`config.mk`:
```
export PLATFORM = sky130hd
export DESIGN_NAME = ifu_fetch
export DESIGN_NICKNAME = d
export VERILOG_FILES = /design/src/rtl/ifu_fetch_pkg.sv /design/src/rtl/ifu_fetch_pc_reg.sv /design/src/rtl/ifu_fetch.sv
export SDC_FILE = /design/constraint.sdc
export NUM_CORES = 1
export LEC_CHECK = 0
export CELL_PAD_IN_SITES_DETAIL_PLACEMENT = 0
export CELL_PAD_IN_SITES_GLOBAL_PLACEMENT = 2
export CORE_MARGIN = 2
export CORE_UTILIZATION = 27
export CTS_BUF_LIST = sky130_fd_sc_hd__clkbuf_8
export DETAILED_ROUTE_END_ITERATION = 8
export GPL_TIMING_DRIVEN = 0
export PLACE_DENSITY_LB_ADDON = 0.1
export SLEW_MARGIN = 5
export SYNTH_ARGS = -nofsm -noshare
export SYNTH_HDL_FRONTEND = slang
export SYNTH_HIERARCHICAL = 1
export SYNTH_SLANG_ARGS = --single-unit
export TNS_END_PERCENT = 30
```
`constraint.sdc`:
```
create_clock -name clk -period 3.8 [get_ports clk]
set_clock_uncertainty 0.05 [all_clocks]
set_input_delay 0.38 -clock clk [delete_from_list [all_inputs] [get_ports clk]]
set_output_delay 0.38 -clock clk [all_outputs]
set_load 0.1 [all_outputs]
```
`src/rtl/ifu_fetch_pkg.sv`:
```
// Shared core definitions: fetch FSM encoding, reset PC and canonical nop.
// Latency: n/a (types and constants only).
// Backpressure: n/a. Imported by fetch and decode.
package ifu_fetch_pkg;

  // Fetch unit states.
  typedef enum logic [1:0] {
    ST_REQ  = 2'd0,
    ST_WAIT = 2'd1,
    ST_HOLD = 2'd2,
    ST_HALT = 2'd3
  } fetch_state_e;

  // Boot address and the instruction shown to decode before the first fetch.
  localparam logic [31:0] RESET_PC_DEF = 32'h8000_0000;
  localparam logic [31:0] NOP_INST     = 32'h0000_0013;  // addi x0, x0, 0

endpackage

```
`src/rtl/ifu_fetch_pc_reg.sv`:
```
// Program counter register with synchronous reset, load and +4 increment.
// Latency: 1 cycle from load/inc to updated pc.
// Backpressure: none; load has priority over inc.
//
// Ports:
//   clk, rst  - clock and synchronous active-high reset (pc <= RESET_VAL)
//   load      - replace pc with load_val
//   load_val  - new pc value
//   inc       - advance pc by 4 (wraps modulo 2^XLEN)
//   pc        - current program counter
module pc_reg
  import ifu_fetch_pkg::*;
#(
  parameter int              XLEN      = 32,
  parameter logic [XLEN-1:0] RESET_VAL = RESET_PC_DEF
) (
  input  logic            clk,
  input  logic            rst,
  input  logic            load,
  input  logic [XLEN-1:0] load_val,
  input  logic            inc,
  output logic [XLEN-1:0] pc
);

  always_ff @(posedge clk) begin
    if (rst) begin
      pc <= RESET_VAL;
    end else if (load) begin
      pc <= load_val;
    end else if (inc) begin
      pc <= pc + XLEN'(4);
    end
  end

endmodule

```
`src/rtl/ifu_fetch.sv`:
```
// Instruction fetch unit: one outstanding imem request, one held instruction.
// Latency: request handshake -> capture 1 cycle min; <=1 instruction per 3 cycles.
// Backpressure: inst held stable until inst_ready; no new request while held.
//
// Ports:
//   clk, rst                         - clock, synchronous active-high reset
//   imem_req_valid/ready/addr        - fetch request to instruction memory
//   imem_resp_valid/data             - single-cycle response (ignored outside WAIT)
//   inst_valid/ready, inst, inst_pc  - instruction handed to decode
//   redirect_valid, redirect_pc      - branch/jump redirect pulse and target
//   halt                             - stop fetching (ebreak); halted reports HALT
module ifu_fetch
  import ifu_fetch_pkg::*;
#(
  parameter int              XLEN     = 32,
  parameter logic [XLEN-1:0] RESET_PC = RESET_PC_DEF
) (
  input  logic            clk,
  input  logic            rst,
  output logic            imem_req_valid,
  input  logic            imem_req_ready,
  output logic [XLEN-1:0] imem_req_addr,
  input  logic            imem_resp_valid,
  input  logic [XLEN-1:0] imem_resp_data,
  output logic            inst_valid,
  input  logic            inst_ready,
  output logic [XLEN-1:0] inst,
  output logic [XLEN-1:0] inst_pc,
  input  logic            redirect_valid,
  input  logic [XLEN-1:0] redirect_pc,
  input  logic            halt,
  output logic            halted
);

  fetch_state_e    state_q, state_d;
  logic            drop_q, drop_d;          // discard the outstanding response
  logic            halt_pend_q, halt_pend_d; // halt seen while a response is due
  logic            capture;
  logic            pc_load;
  logic            pc_inc;
  logic [XLEN-1:0] pc;
  logic [XLEN-1:0] inst_q;
  logic [XLEN-1:0] inst_pc_q;

  pc_reg #(
    .XLEN      (XLEN),
    .RESET_VAL (RESET_PC)
  ) u_pc_reg (
    .clk      (clk),
    .rst      (rst),
    .load     (pc_load),
    .load_val (redirect_pc & ~XLEN'(3)),
    .inc      (pc_inc),
    .pc       (pc)
  );

  assign imem_req_addr = pc & ~XLEN'(3);
  assign inst          = inst_q;
  assign inst_pc       = inst_pc_q;

  always_ff @(posedge clk) begin
    if (rst) begin
      state_q     <= ST_REQ;
      drop_q      <= 1'b0;
      halt_pend_q <= 1'b0;
      inst_q      <= XLEN'(NOP_INST);
      inst_pc_q   <= RESET_PC;
    end else begin
      state_q     <= state_d;
      drop_q      <= drop_d;
      halt_pend_q <= halt_pend_d;
      if (capture) begin
        inst_q    <= imem_resp_data;
        inst_pc_q <= pc;
      end
    end
  end

  always_comb begin
    state_d        = state_q;
    drop_d         = drop_q;
    halt_pend_d    = halt_pend_q;
    capture        = 1'b0;
    pc_load        = 1'b0;
    pc_inc         = 1'b0;
    imem_req_valid = 1'b0;
    inst_valid     = 1'b0;
    halted         = 1'b0;

    case (state_q)
      ST_REQ: begin
        // Halt and redirect both suppress the request issued this cycle.
        if (halt) begin
          state_d = ST_HALT;
        end else if (redirect_valid) begin
          pc_load = 1'b1;
        end else begin
          imem_req_valid = 1'b1;
          if (imem_req_ready) state_d = ST_WAIT;
        end
      end

      ST_WAIT: begin
        // The request is already accepted, so the response must be waited
        // for and absorbed before leaving this state for any reason.
        if (imem_resp_valid) begin
          drop_d      = 1'b0;
          halt_pend_d = 1'b0;
          if (halt || halt_pend_q) begin
            state_d = ST_HALT;
          end else if (drop_q || redirect_valid) begin
            pc_load = redirect_valid;
            state_d = ST_REQ;
          end else begin
            capture = 1'b1;
            state_d = ST_HOLD;
          end
        end else if (halt) begin
          halt_pend_d = 1'b1;
        end else if (redirect_valid && !halt_pend_q) begin
          drop_d  = 1'b1;
          pc_load = 1'b1;
        end
      end

      ST_HOLD: begin
        inst_valid = 1'b1;
        if (halt) begin
          state_d = ST_HALT;
        end else if (redirect_valid) begin
          // Redirect wins over a simultaneous consume.
          pc_load = 1'b1;
          state_d = ST_REQ;
        end else if (inst_ready) begin
          pc_inc  = 1'b1;
          state_d = ST_REQ;
        end
      end

      ST_HALT: begin
        halted = 1'b1;
      end

      default: begin
        state_d = ST_REQ;
      end
    endcase

    if (rst) begin
      imem_req_valid = 1'b0;
      inst_valid     = 1'b0;
      halted         = 1'b0;
    end
  end

endmodule

```
==> impl_metrics.json <==
{
  "status": "completed",
  "p_leak_nw": 2.40,
  "use_met1_pct": 19.3,
  "tns_ns": 0,
  "syn2layout_area_growth_pct": 47.0,
  "ys_ff_latch": 100,
  "final_core_util_pct": 40.3,
  "htree_levels": 3,
  "synth_edf_count": 0,
  "ys.flop_type": "dfxtp_1",
  "slowest_stage": "clkdlybuf4s50_1",
  "synth_area_leaders": "dfxtp_1, nand2_1, a21oi_1, xnor2_1, nor2_1",
  "peakVddDrop_mv": 0.217,
  "postSynth.asyncResetShare_pct": 0,
  "die-area_um2": 17800,
  "gr-usage-all-layers_pct": 15.7,
  "remaining_drc_errors": 0,
  "netlist_instances": 552,
  "clk_path_buf_depth": 2,
  "seq_area_frac_synth_pct": 44.3,
  "drive_gt1_share_pct": 7.22,
  "rows": 47,
  "yosysMostFrequentCell": "nand2_1",
  "wirelength_um": 14100,
  "clk_latency_ns": 0.38,
  "hpwl_um": 10600,
  "core_area_um2": 16500,
  "ant_nets": 0,
  "placed_cells": 939,
  "gr-usage-met3_pct": 4.72,
  "antenna_cells": 0,
  "min-delay-path-class": "register to register",
  "max_freq_ghz": 0.304,
  "setup_viol": 0,
  "grt_util_met2_pct": 27.2,
  "placed_area_um2": 6450,
  "post-route-period-util_pct": 86.5,
  "finalHoldViolations": 0,
  "p_per_area_nw_per_um2": 476,
  "grt_max_degree": 16,
  "cp_common_cell": "clkdlybuf4s50_1",
  "start_kind": "primary input",
  "cts_resized": 0,
  "synth.avg_cell_area_um2": 8.18,
  "overflow": 0,
  "numCtsBuffers": 9,
  "totalPowerFinal_mw": 3.16,
  "max_slew_margin_pct": 32.0,
  "drt_iter0_markers": 157,
  "layout_setup_ws_ns": 0.512,
  "maxSlewViolCount": 0,
  "portBuffers": 164,
  "r2r_cells": 9,
  "cts_hold_buf": 0,
  "cp_slowest_stage_delay_ns": 1.17,
  "syn_area_um2": 4520,
  "cp.required_ns": 3.37,
  "grt-busiest-layer": "met2",
  "dp_worst_setup_slack_ns": 0.491,
  "ys_warn_count": 6,
  "start_util_pct": 27.4,
  "synth_top_cell_by_area": "dfxtp_1",
  "rsz0062_at_grt": "false",
  "antenna_found_initial": 0,
  "cp_max_fo": 10,
  "num_io_pins": 170,
  "die_w_um": 133,
  "whs_path_depth": 2,
  "root_buffer": "clkbuf_8",
  "ff2ff_setup_slack_ns": 0.77,
  "detail_route.first_pass.iterations": 4,
  "num_vias": 4306,
  "routabilityCongestion": 0.760,
  "synth_common_cells": "nand2_1, dfxtp_1, a21oi_1",
  "holdWs_ns": 0.407,
  "crit_chain": "clkdlybuf4s50_1, buf_2, clkbuf_1, nor4b_2, clkdlybuf4s50_1",
  "worstSetupEndpointType": "output port",
  "drv_cap": 0,
  "layout.cells.non_filler": 954,
  "die_y_um": 133,
  "clk_pin_slew_ns": 0.09,
  "period_minus_slack_ns": 3.29,
  "nNetsFinal": 806,
  "ys_types": 49,
  "synth_top_area_share_pct": 44.3,
  "postCtsSetupBuffers": 0,
  "cts_tree": "done",
  "grt_pass1_wl_um": 22100,
  "drt-vias-per-instance": 4.51,
  "grt_pass1_vias": 4213,
  "arrival_ns": 2.86,
  "wl_per_cell_um": 14.8,
  "tightest_slew_ns": 1.02,
  "final_design_area_no_fill_um2": 6640,
  "clock_sinks": 100,
  "path_class": "primary input to output port"
}
logic make-up (layout without fill, tap and decap cells):
group / Yosys count / in the layout / synth area share (%)
adder cells (fa/ha/maj): 5 / 5 / 1.39
AO/OA/AOI/OAI: 112 / 112 / 14.1
AND/OR/NAND/NOR: 237 / 237 / 24.6
XOR/XNOR: 27 / 27 / 5.24
buffers and inverters: 60 / 239 / 8.01
flip-flops: 100 / 100 / 44.3
multiplexers: 10 / 10 / 2.22
other: 1 / 4 / 0.0830
layer usage:
| layer | vias to the layer above | wire, um |
|---|---|---|
| met4 | 0 | 106 |
| li1 | 2173 | - |
| met2 | 137 | 6720 |
| met3 | 5 | 962 |
| met1 | 1991 | 6330 |
| met5 | - | 0 |
power by group:
group	internal (mW)	switching, mW
clock network	0.317	0.374
logic	0.377	0.845
registers	1.13	0.113
path summary, 6_finish.rpt:
path	start	to
max reg2reg	state_q[1]	u_pc_reg/pc[16]
min reg2reg	inst_pc[26]	inst_pc[26]
max	rst	imem_req_valid
min	inst_pc[26]	inst_pc[26]
worst max-delay path, delay by kind of cell:
kind	cells	cell delay, ns
AND/OR/NAND/NOR	1	0.26
buffers and inverters	4	2.21
layout make-up:
cell class                 instances  area [um2]
tap                              220         275
sequential                       100        2000
buffer                            39         283
inverter                          21        78.8
clock buffer                      10         138
multi-input combinational        395        2170
clock inverter                     5        52.6
fill                            1707        9830
timing repair buffer             164        1640
cell usage in the layout (no fill, tap or decap), drive strengths merged, types with 7 or more instances in the layout:
master         count
a21oi             84
and3               7
buf               26
clkbuf            23
clkdlybuf4s50    164
dfxtp            100
inv               23
mux2i             10
nand2            141
nand3              8
nand4             14
nor2              29
o21a              13
xnor2             17
xor2              10
Power figures use the tool's default switching activity.
